`config.mk`:
```
export PLATFORM = sky130hd
export DESIGN_NAME = factor_stream_engine_flat
export DESIGN_NICKNAME = d
export VERILOG_FILES = /design/src/rtl/factor_stream_engine_if.sv /design/src/rtl/factor_stream_engine.sv /design/src/flat_wrapper.sv
export SDC_FILE = /design/constraint.sdc
export NUM_CORES = 1
export LEC_CHECK = 0
export CELL_PAD_IN_SITES_DETAIL_PLACEMENT = 1
export CELL_PAD_IN_SITES_GLOBAL_PLACEMENT = 2
export CORE_ASPECT_RATIO = 1.2
export CORE_MARGIN = 3
export CORE_UTILIZATION = 31
export CTS_CLUSTER_SIZE = 10
export DETAILED_ROUTE_END_ITERATION = 10
export GPL_TIMING_DRIVEN = 0
export PLACE_DENSITY = 0.71
export SLEW_MARGIN = 40
export SYNTH_ARGS = -nofsm -noshare
export SYNTH_HDL_FRONTEND = slang
export SYNTH_SLANG_ARGS = --single-unit
```
`constraint.sdc`:
```
create_clock -name clk -period 3.91 [get_ports clk]
set_input_delay 0.782 -clock clk [delete_from_list [all_inputs] [get_ports clk]]
set_output_delay 0.782 -clock clk [all_outputs]
set_load 0.02 [all_outputs]
```
`src/rtl/factor_stream_engine_if.sv`:
```
// Handshake bundle between the operand source, the factor engine and the
// display sequencer: operand in, factor stream out, plus completion status.
interface factor_stream_engine_if #(
  parameter int WIDTH = 16
);
  logic             in_valid;
  logic             in_ready;
  logic [WIDTH-1:0] in_value;
  logic             in_mode;
  logic             out_valid;
  logic             out_ready;
  logic [WIDTH-1:0] out_factor;
  logic             done;
  logic             is_prime;
  logic             busy;

  modport master (
    output in_valid, in_value, in_mode, out_ready,
    input  in_ready, out_valid, out_factor, done, is_prime, busy
  );

  modport slave (
    input  in_valid, in_value, in_mode, out_ready,
    output in_ready, out_valid, out_factor, done, is_prime, busy
  );
endinterface

```
`src/rtl/factor_stream_engine.sv`:
```
// Trial-division factoriser: streams prime factors (with multiplicity) or all
// proper divisors of an operand, using one WIDTH-cycle restoring divider.
module factor_stream_engine #(
  parameter int WIDTH = 16
) (
  input logic                   clk,
  input logic                   rst_n,
  factor_stream_engine_if.slave bus
);
  localparam int CNT_W = $clog2(WIDTH);

  typedef enum logic [2:0] {IDLE, DIV, CHECK, EMIT, DONE} state_t;

  state_t             state_q, state_d;
  logic [WIDTH-1:0]   n_cur_q, n_cur_d;
  logic [WIDTH-1:0]   n_orig_q, n_orig_d;
  logic [WIDTH-1:0]   d_q, d_d;
  logic               mode_q, mode_d;
  logic [WIDTH-1:0]   quo_q, quo_d;
  logic [WIDTH-1:0]   rem_q, rem_d;
  logic [CNT_W-1:0]   cnt_q, cnt_d;
  logic [WIDTH-1:0]   out_factor_q, out_factor_d;
  logic [WIDTH-1:0]   emit_cnt_q, emit_cnt_d;
  logic               is_prime_q, is_prime_d;

  logic [WIDTH:0]     rem_shift;
  logic [WIDTH-1:0]   d_inc;
  logic               finish;

  always_comb begin
    state_d      = state_q;
    n_cur_d      = n_cur_q;
    n_orig_d     = n_orig_q;
    d_d          = d_q;
    mode_d       = mode_q;
    quo_d        = quo_q;
    rem_d        = rem_q;
    cnt_d        = cnt_q;
    out_factor_d = out_factor_q;
    emit_cnt_d   = emit_cnt_q;
    is_prime_d   = is_prime_q;
    finish       = 1'b0;

    // Dividend bits shift out of quo_q into the partial remainder; quotient bits shift in.
    rem_shift = {rem_q, quo_q[WIDTH-1]};
    d_inc     = d_q + WIDTH'(1);

    case (state_q)
      IDLE: begin
        if (bus.in_valid) begin
          n_cur_d    = bus.in_value;
          n_orig_d   = bus.in_value;
          mode_d     = bus.in_mode;
          d_d        = WIDTH'(2);
          is_prime_d = 1'b0;
          emit_cnt_d = '0;
          quo_d      = bus.in_value;
          rem_d      = '0;
          cnt_d      = '0;
          if (bus.in_value <= WIDTH'(1)) begin
            state_d = DONE;
          end else if (bus.in_mode && bus.in_value == WIDTH'(2)) begin
            state_d    = DONE;
            is_prime_d = 1'b1;
          end else begin
            state_d = DIV;
          end
        end
      end

      DIV: begin
        if (rem_shift >= {1'b0, d_q}) begin
          rem_d = rem_shift[WIDTH-1:0] - d_q;
          quo_d = {quo_q[WIDTH-2:0], 1'b1};
        end else begin
          rem_d = rem_shift[WIDTH-1:0];
          quo_d = {quo_q[WIDTH-2:0], 1'b0};
        end
        cnt_d = cnt_q + CNT_W'(1);
        if (cnt_q == CNT_W'(WIDTH - 1)) begin
          state_d = CHECK;
        end
      end

      CHECK: begin
        quo_d = n_cur_q;
        rem_d = '0;
        cnt_d = '0;
        if (!mode_q) begin
          if (rem_q == '0) begin
            out_factor_d = d_q;
            n_cur_d      = quo_q;
            state_d      = EMIT;
          end else if (quo_q < d_q) begin
            // No divisor up to sqrt(n_cur) remains, so n_cur itself is prime.
            out_factor_d = n_cur_q;
            n_cur_d      = WIDTH'(1);
            state_d      = EMIT;
          end else begin
            d_d     = d_inc;
            state_d = DIV;
          end
        end else begin
          d_d = d_inc;
          if (rem_q == '0) begin
            out_factor_d = d_q;
            state_d      = EMIT;
          end else if (d_inc >= n_orig_q) begin
            state_d    = DONE;
            is_prime_d = (emit_cnt_q == '0) && (n_orig_q >= WIDTH'(2));
          end else begin
            state_d = DIV;
          end
        end
      end

      EMIT: begin
        if (bus.out_ready) begin
          emit_cnt_d = emit_cnt_q + WIDTH'(1);
          quo_d      = n_cur_q;
          rem_d      = '0;
          cnt_d      = '0;
          finish     = mode_q ? (d_q >= n_orig_q) : (n_cur_q == WIDTH'(1));
          if (finish) begin
            state_d    = DONE;
            is_prime_d = !mode_q && (emit_cnt_q == '0) && (out_factor_q == n_orig_q);
          end else begin
            state_d = DIV;
          end
        end
      end

      DONE: begin
        state_d = IDLE;
      end

      default: begin
        state_d = IDLE;
      end
    endcase
  end

  always_ff @(posedge clk) begin
    if (!rst_n) begin
      state_q      <= IDLE;
      n_cur_q      <= '0;
      n_orig_q     <= '0;
      d_q          <= '0;
      mode_q       <= 1'b0;
      quo_q        <= '0;
      rem_q        <= '0;
      cnt_q        <= '0;
      out_factor_q <= '0;
      emit_cnt_q   <= '0;
      is_prime_q   <= 1'b0;
    end else begin
      state_q      <= state_d;
      n_cur_q      <= n_cur_d;
      n_orig_q     <= n_orig_d;
      d_q          <= d_d;
      mode_q       <= mode_d;
      quo_q        <= quo_d;
      rem_q        <= rem_d;
      cnt_q        <= cnt_d;
      out_factor_q <= out_factor_d;
      emit_cnt_q   <= emit_cnt_d;
      is_prime_q   <= is_prime_d;
    end
  end

  assign bus.in_ready   = (state_q == IDLE);
  assign bus.out_valid  = (state_q == EMIT);
  assign bus.out_factor = out_factor_q;
  assign bus.done       = (state_q == DONE);
  assign bus.is_prime   = is_prime_q;
  assign bus.busy       = (state_q != IDLE);
endmodule

```
`src/flat_wrapper.sv`:
```
// flat-port wrapper written by rule: the top's interface ports become plain ports
module factor_stream_engine_flat 
#(
  parameter int WIDTH = 16
)
  (clk, rst_n, bus_in_valid, bus_in_value, bus_in_mode, bus_out_ready, bus_in_ready, bus_out_valid, bus_out_factor, bus_done, bus_is_prime, bus_busy);
  factor_stream_engine_if #(.WIDTH(WIDTH)) bus_i ();
  input logic clk;
  input logic rst_n;
  input wire logic [$bits(bus_i.in_valid)-1:0] bus_in_valid;
  input wire logic [$bits(bus_i.in_value)-1:0] bus_in_value;
  input wire logic [$bits(bus_i.in_mode)-1:0] bus_in_mode;
  input wire logic [$bits(bus_i.out_ready)-1:0] bus_out_ready;
  output wire logic [$bits(bus_i.in_ready)-1:0] bus_in_ready;
  output wire logic [$bits(bus_i.out_valid)-1:0] bus_out_valid;
  output wire logic [$bits(bus_i.out_factor)-1:0] bus_out_factor;
  output wire logic [$bits(bus_i.done)-1:0] bus_done;
  output wire logic [$bits(bus_i.is_prime)-1:0] bus_is_prime;
  output wire logic [$bits(bus_i.busy)-1:0] bus_busy;
  assign bus_i.in_valid = bus_in_valid;
  assign bus_i.in_value = bus_in_value;
  assign bus_i.in_mode = bus_in_mode;
  assign bus_i.out_ready = bus_out_ready;
  assign bus_in_ready = bus_i.in_ready;
  assign bus_out_valid = bus_i.out_valid;
  assign bus_out_factor = bus_i.out_factor;
  assign bus_done = bus_i.done;
  assign bus_is_prime = bus_i.is_prime;
  assign bus_busy = bus_i.busy;
  factor_stream_engine #(.WIDTH(WIDTH)) u_core (.clk(clk), .rst_n(rst_n), .bus(bus_i));
endmodule
```
Word-level counts from Yosys, hierarchy flattened --
Index checks and enable logic that the tools add are counted. W data, S select, Z words.
Storage, ports and cells: word-level logic and storage cells 111, register bits 121, input port bits 21
Operators by class: reduce and logical (&&, ||, !) cells 22, muxes and demuxes 48, equality and inequality tests 20, add/subtract/negate cells 4, order comparisons 6
Operator list (count):
- $mux W16 | 17
- $pmux W16 S4 | 2
- $pmux W16 S2 | 3
- $add A16 B1 Y16 const B | 2
- $ge A16 B16 Y1 | 2
- $logic_not A16 Y1 | 2
- $mux W3 | 10
- $ge A17 B16 Y1 | 1
- $eq A16 B1 Y1 const B | 1
- $eq A16 B16 Y1 | 1
- $eq A16 B2 Y1 const B | 1
- $ge A16 B2 Y1 const B | 1
- $le A16 B1 Y1 const B | 1
- $lt A16 B16 Y1 | 1
- $pmux W4 S4 | 1
- $sub A16 B16 Y16 | 1
- $pmux W3 S4 | 1
- $reduce_and A3 Y1 | 4
- $mux W1 | 10
- $ne A2 B2 Y1 const B | 5
- $mux W4 | 2
- $ne A2 B1 Y1 const B | 4
- $reduce_and A4 Y1 | 2
- $reduce_and A7 Y1 | 1
- 16 further kinds | 24

Longest topological paths before layout --
Gate-level depths: netlist of run 1.
word-level depth 6, mapped depth 16, depth with buffers taken out 16

Worst setup path before layout of run 1 --
Ideal clock, no wire load.
path type reg2reg, start register u_core.d_q[0], end register u_core.is_prime_q, in the netlist u_core.bus.is_prime, data required time 3.784 ns, setup time 0.126 ns, stages on the path, launching flop included 17, path slack 0.836 ns, data arrival time 2.948 ns, cells stage by stage dfxtp_1 -> ha_1 -> nand3_2 -> nor4_4 -> and3_1 -> nand3_1 -> nor3_2 -> xnor2_1 -> ha_1 -> a21o_1 -> a21oi_1 -> nand4_1 -> a31oi_1 -> nand2_1 -> nand4_1 -> a21oi_1 -> mux2i_1
On the way: longest elaborated chain between the ends 4
Ends and longest elaborated chain:
- from (decl) | RTL line factor_stream_engine.sv:17 | logic [WIDTH-1:0] d_q, d_d;
- from (signal assigned) | RTL line factor_stream_engine.sv:148 | d_q <= '0;
- from (signal assigned) | RTL line factor_stream_engine.sv:160 | d_q <= d_d;
- $add A16 B1 Y16 or $ge A16 B16 Y1 (tied branches) | RTL line factor_stream_engine.sv:46, factor_stream_engine.sv:123
- $ge A16 B16 Y1 or $mux W1 (tied branches) | RTL line factor_stream_engine.sv:108, factor_stream_engine.sv:123
- $ne A2 B1 Y1 (no line)
- $reduce_and A7 Y1 (no line) *
- to (signal assigned) | RTL line factor_stream_engine.sv:167 | is_prime_q <= is_prime_d;
- to (decl) | RTL line factor_stream_engine.sv:24 | logic is_prime_q, is_prime_d;
Mark *: on every way between the ends. The rest lies on a longest branch, timed or not. A chain may end at the register's enable or synchronous reset.

Worst setup path after layout of run 1 --
start register u_core.d_q[0], end register u_core.state_q[0]
On the way: longest elaborated chain between the ends 6
Ends and longest elaborated chain:
- $add A16 B1 Y16 | RTL line factor_stream_engine.sv:46 | d_inc = d_q + WIDTH'(1);
- $ge A16 B16 Y1 | RTL line factor_stream_engine.sv:108 | end else if (d_inc >= n_orig_q) begin
- $mux W3 | RTL line factor_stream_engine.sv:108
- $mux W3 | RTL line factor_stream_engine.sv:105 | if (rem_q == '0) begin
- $mux W3 | RTL line factor_stream_engine.sv:89 | if (!mode_q) begin
- $pmux W3 S4 * | RTL line factor_stream_engine.sv:48 | case (state_q)
- to (signal assigned) | RTL line factor_stream_engine.sv:157 | state_q <= state_d;
- to (decl) | RTL line factor_stream_engine.sv:14 | state_t state_q, state_d;
Mark *: on every way between the ends. The rest lies on a longest branch, timed or not. The select of a mux whose other input is x is not followed.

==> results of run 1 <==
[final timing paths]
kind / start / to / slack, ps / cells after the start
setup / recovery: u_core.d_q[0] / u_core.state_q[0] / 230 / 16
hold / removal: u_core.bus.is_prime / u_core.bus.is_prime / 500 / 2
hold reg to reg: u_core.bus.is_prime / u_core.bus.is_prime / 500 / 2
setup reg to reg: u_core.d_q[0] / u_core.state_q[0] / 230 / 16
[cell usage in the layout, fill, tap and decap left out, drive strengths merged, types with 10 or more instances in the layout]
cell / count
nor4: 23
nor2: 67
a22oi: 10
o211ai: 19
o211a: 32
nand3: 52
ha: 67
clkbuf: 48
inv: 47
a21boi: 19
nand4: 20
a21oi: 43
nand2: 130
a221oi: 16
nor2b: 13
o21ai: 78
buf: 26
mux2i: 15
dfxtp: 121
xnor2: 38
xor2: 14
clkdlybuf4s50: 40
nor3: 12
a21o: 16
[metal layers]
metal	up-vias	track usage
met5	-	0
met4	0	0.0617
met3	34	0.0318
met2	149	0.398
met1	3917	0.307
li1	3750	-
[registers in the layout, indices dropped and copies added (netlist names)]
signal,count
u_core.bus.out_factor,16
u_core.d_q,16
u_core.emit_cnt_q,16
u_core.n_cur_q,16
u_core.n_orig_q,16
u_core.quo_q,16
u_core.rem_q,16
u_core.cnt_q,4
u_core.state_q,3
u_core.bus.is_prime,1
u_core.mode_q,1
[cell families (layout without fill, tap and decap cells)]
group                    after synthesis  after routing  share of synthesized area
adder cells (fa/ha/maj)               68             68                      0.107
AND/OR/NAND/NOR                      364            364                      0.228
flip-flops                           121            121                      0.301
AO/OA/AOI/OAI                        278            278                      0.238
buffers and inverters                 96            170                     0.0494
XOR/XNOR                              52             52                     0.0575
multiplexers                          16             16                     0.0200
[worst max-delay path: cells and delay by family, from the launching register on]
family / cells / cell delay, ps
XOR/XNOR: 1 / 180
AND/OR/NAND/NOR: 8 / 1480
AO/OA/AOI/OAI: 5 / 860
adder cells (fa/ha/maj): 2 / 570
flip-flops: 1 / 480
[cell type report]
type                       count  area, um2
tap                          330        413
sequential                   121       2430
inverter                      41        154
fill                        3081      16100
timing repair buffer          42        415
multi-input combinational    778       5240
clock inverter                15        166
clock buffer                  17        425
buffer                        55        245
[power groups by stage]
stage | registers (W) | clock network [W] | logic, W
final | 0.00209 | 0.00163 | 0.00514
after global routing | 0.00212 | 0.00173 | 0.00573
after CTS | 0.00207 | 0.00166 | 0.00515
after floorplan | 0.00189 | 0 | 0.00367
after detailed placement | 0.00209 | 0 | 0.00512
after global placement | 0.00209 | 0 | 0.00507
[per-stage QoR]
stage | power (W) | hold slack (ps)
after global routing | 0.00957 | 516
final | 0.00886 | 496
after floorplan | 0.00556 | 457
after global placement | 0.00717 | 466
after CTS | 0.00888 | 485
after detailed placement | 0.00721 | 476
[what timing repair did]
action,CTS,global route
setup endpoints to repair,4,2
pin swaps,0,1
buffers inserted,0,2
hold endpoints to repair,0,0
gates resized for setup,4,2
==> impl_results.md, run 1 <==
* Met3 Wirelength at 989 um
* Core box area at 25500 um2
* Post-Syn Instances at 995
* CTS buffer count at 17
* Post-DRT Antenna Nets at 0
* RSZ-0062 raised after global routing: no
* CTS Hold Bufs at 0
* Gpl congestion at 0.865
* Initial DRC count at 403
* Vias in the first global route at 8008
* Post-Syn Area at 8060 um2
* Row count at 64
* Setup TNS at 0 ps
* Total number of yosys warnings at 0
* Final Critical Period at 3680 ps
* Post-Place Cells at 1365
* Switch share at 0.492
* First-pass GRT wire length at 49.7 mm
* Clock latency on the worst-skew pair at 430 ps
* Clk_skew at 10.0 ps
* Ratio of cells with drive above 1 in the final layout at 0.0748
* Initial antenna violation count at 0
* Clock share of power at 0.184
* Post-synth ARST share at 0
* Min-Delay Path Class: flip-flop to flip-flop
* Slowest cell on the critical path: dfxtp_4
* Mapped Nets at 1084
* Post-DP HPWL at 25.0 mm
* DRT Pass-1 Iters at 5
* Post-synth EDFFs at 0
* Synth top cells by count: 127 x nand2_1, 121 x dfxtp_1, 75 x o21ai_0
* Maximum clock path buffer count at 2
* Fin. Hold Viols at 0
* Sequential share of power at 0.236
* Met1 Wirelength at 15.2 mm
* Port Buffer Count at 40
* Synth area leader: dfxtp_1
* GRT Residual Overflow at 0
* Num ports at 42
* Register bit total from synthesis at 121
* Die Span Y at 183 um
* Leak at 4.02 nW
* F_max at 272 MHz
* TritonCTS clock tree: done
* CP endpoint kind: flip-flop
* Overall global routing resource usage at 0.232
* Synth top area cells: dfxtp_1 30%, ha_1 10%, nand2_1 5.9%
* Clock sinks at 121
* WL final at 32.6 mm
* Via Count at 7850
* Share of the synthesized area in the top cell type at 0.301
* CP required at 4250 ps
* Post-synthesis sequential area ratio at 0.301
* CTS root buffer: clkbuf_16
* Placed instance area at 8870 um2
* Most common cell in the netlist: nand2_1
* Worst slew margin at 0.440
* Max VDD drop at 496 uV
* Cell area after layout at 9490 um2
* Status: finished, final reports clean
* Final Worst Setup Slack at 231 ps
* Pwr per Cell Area at 934 nW/um2
* H-Tree Depth at 4
* Cell Int Power at 0.00450 W
* Via density at 5.61
* Largest net degree at the start of global routing at 17
* Finish-stage setup viols at 0
* Most used DFF post-synth: dfxtp_1
* Max-slew violations at 0
* Layout net count at 1145
* Final core utilization at 0.371
* CP max FO at 9
* Mapped Avg Cell Area at 8.10 um2
* Area added between synthesis and finish at 17.8%
* Combinational share of power at 0.580
* Arr. time, crit path at 4020 ps
* Crit Path Class: flip-flop to flip-flop
* Max Used Layer: met4
* Initial core utilization at 0.315
* Clock transition at path regs at 60 ps
* Least-Margin Pin Slew at 840 ps
* Pre-CTS setup slack at -285 ps
* Cell Chain, Critical Path: ha_2 -> nand3_2 -> nor4_4 -> and3_1 -> nand3_1 -> nor3_2 -> xnor2_1 -> ha_1 -> a21o_1 -> a21oi_1 -> nand4_1 -> a31oi_1 -> nand2_1 -> nand4_1 -> a2bb2oi_1 -> o21ai_0
* DIE WIDTH at 153 um
* Post-route insts no fill at 1399
* Antenna diodes at 0
* DRC at 0
* Post-DR wirelength/cell at 23.3 um
* P_sw at 0.00436 W
* Metal2 WL at 15.8 mm
* Synth unique cells at 64
* Die area at 28000 um2
* Cell mode on critical path: nand4_1
* Part of the cycle the worst path needs at 0.941
* Max-cap violations at 0
* CP peak stage delay at 480 ps
* Critical Path Start Type: flip-flop
(Power assumes the default switching activity.)
==> inputs of run 2 (changes only) <==
- MAX_ROUTING_LAYER: not set -> met4
==> impl_results.md, run 2 (synthesis results as in run 1) <==
* Core box area at 25500 um2
* Max-slew violations at 0
* Leak at 4.02 nW
* H-Tree Depth at 4
* Fin. Hold Viols at 0
* Pre-CTS setup slack at -285 ps
* Min-Delay Path Class: flip-flop to flip-flop
* Largest net degree at the start of global routing at 17
* Max VDD drop at 497 uV
* Via density at 5.61
* Clock transition at path regs at 60 ps
* P_sw at 0.00436 W
* Max-cap violations at 0
* Area occupied by multi-input gates at 5240 um2
* Maximum clock path buffer count at 2
* First-pass GRT wire length at 49.8 mm
* CP endpoint kind: output pin
* Commonest non-fill, non-tap cell in the layout: nand2_1
* Die Span Y at 183 um
* RSZ-0062 raised after global routing: no
* Cell mode on critical path: clkbuf_1
* Post-DP HPWL at 25.0 mm
* Cell Chain, Critical Path: clkbuf_1 -> clkbuf_1 -> clkbuf_2 -> and2_1 -> clkdlybuf4s50_1
* Area added between synthesis and finish at 17.8%
* F_max at 272 MHz
* Clock sinks at 121
* Worst slew margin at 0.439
* Worst path bufs/invs at 4
* # fillers at 3080
* Row count at 64
* Most frequent cells in the layout: 127 x nand2_1, 119 x dfxtp_1, 75 x o21ai_0
* Layout net count at 1145
* Combinational share of power at 0.580
* GRT Residual Overflow at 0
* Final Worst Setup Slack at 228 ps
* Via Count at 7860
* Vias in the first global route at 7979
* CTS buffer count at 17
* Overall global routing resource usage at 0.239
* DRT Pass-1 Iters at 5
* CP peak stage delay at 590 ps
* Finish-stage setup viols at 0
* CTS Hold Bufs at 0
* Slowest cell on the critical path: clkdlybuf4s50_1
* Crit Path Class: flip-flop to output pin
* Final Critical Period at 3680 ps
* Sequential share of power at 0.236
* Clk_skew at 10.4 ps
* Pwr per Cell Area at 934 nW/um2
* DRC at 0
* Clock share of power at 0.184
* Gpl congestion at 0.880
* Clock latency on the worst-skew pair at 430 ps
* Initial antenna violation count at 0
* WL final at 32.6 mm
* Port Buffer Count at 40
* CP required at 3130 ps
* Initial DRC count at 454
* Initial core utilization at 0.315
* CTS root buffer: clkbuf_16
* Status: finished, final reports clean
* TritonCTS clock tree: done
* Least-Margin Pin Slew at 842 ps
* DIE WIDTH at 153 um
* CP max FO at 10
* Num ports at 42
* Part of the cycle the worst path needs at 0.942
* Post-DR wirelength/cell at 23.3 um
* Setup TNS at 0 ps
* Reg area at 2430 um2
* Switch share at 0.492
* Ratio of cells with drive above 1 in the final layout at 0.0748
* Critical Path Start Type: flip-flop
* Cell family with most CP delay: buffers and inverters
* Arr. time, crit path at 2900 ps
* Post-DRT Antenna Nets at 0
* Die area at 28000 um2
* Cell Int Power at 0.00450 W
[run 2: final timing paths]
check,from,end,slack [ps],cells after the start
worst max-delay path,u_core.state_q[2],bus_done,230,5
worst min-delay path,u_core.bus.is_prime,u_core.bus.is_prime,490,2
worst max register to register,u_core.d_q[0],u_core.state_q[0],230,16
worst min register to register,u_core.bus.is_prime,u_core.bus.is_prime,490,2
[run 2: power groups by stage]
stage	sequential [W]	combinational, W	clock (W)
after floorplan	0.00189	0.00367	0
after global placement	0.00209	0.00507	0
after detailed placement	0.00209	0.00512	0
after CTS	0.00207	0.00515	0.00166
after global routing	0.00212	0.00573	0.00173
final	0.00209	0.00514	0.00163
[run 2: per-stage QoR]
stage          cells  hold slack, ps  instance area (um2)  utilization  power, W
2_1_floorplan    995             457                 8060            -   0.00556
6_report        1400             492                 9490        0.371   0.00887
4_1_cts         1397             485                 9470        0.371   0.00888
3_3_place_gp    1365             466                 8870        0.347   0.00717
3_5_place_dp    1365             476                 8870        0.347   0.00721
5_1_grt         1399             516                 9490        0.371   0.00957
[run 2: worst reg2reg max path, stage by stage, from the launching register on]
cell	delay (ps)
dfxtp_4	470
ha_2	260
nand3_2	160
nor4_4	230
and3_1	280
nand3_1	150
nor3_2	150
xnor2_1	180
ha_1	310
a21o_1	190
a21oi_1	240
nand4_1	150
a31oi_1	160
nand2_1	160
nand4_1	200
a2bb2oi_1	100
o21ai_0	180
[run 2: area by class of cell]
type                            instances  share of cell area
Antenna cell                            1            0.000264
Buffer                                 55              0.0258
Clock buffer                           17              0.0448
Clock inverter                         15              0.0175
Inverter                               41              0.0162
Multi-Input combinational cell        778               0.552
Sequential cell                       121               0.256
Tap cell                              330              0.0435
Timing Repair Buffer                   42              0.0438
[run 2: layer usage]
layer,routed length (um),track usage,up-vias
li1,-,-,3757
met1,15200,0.310,3920
met2,15800,0.397,148
met3,938,0.0304,35
met4,622,0.0617,0
met5,0,-,-
[run 2: repair_timing]
item	4_1_cts	5_1_grt
setup endpoints to repair	4	2
pin swaps	0	1
buffers inserted	0	2
gates resized for setup	4	2
==> inputs of run 3 (changes only) <==
- TNS_END_PERCENT: not set -> 20
==> results of run 3 <==
The final DEF is identical to that of run 2; final timing and power are the same.
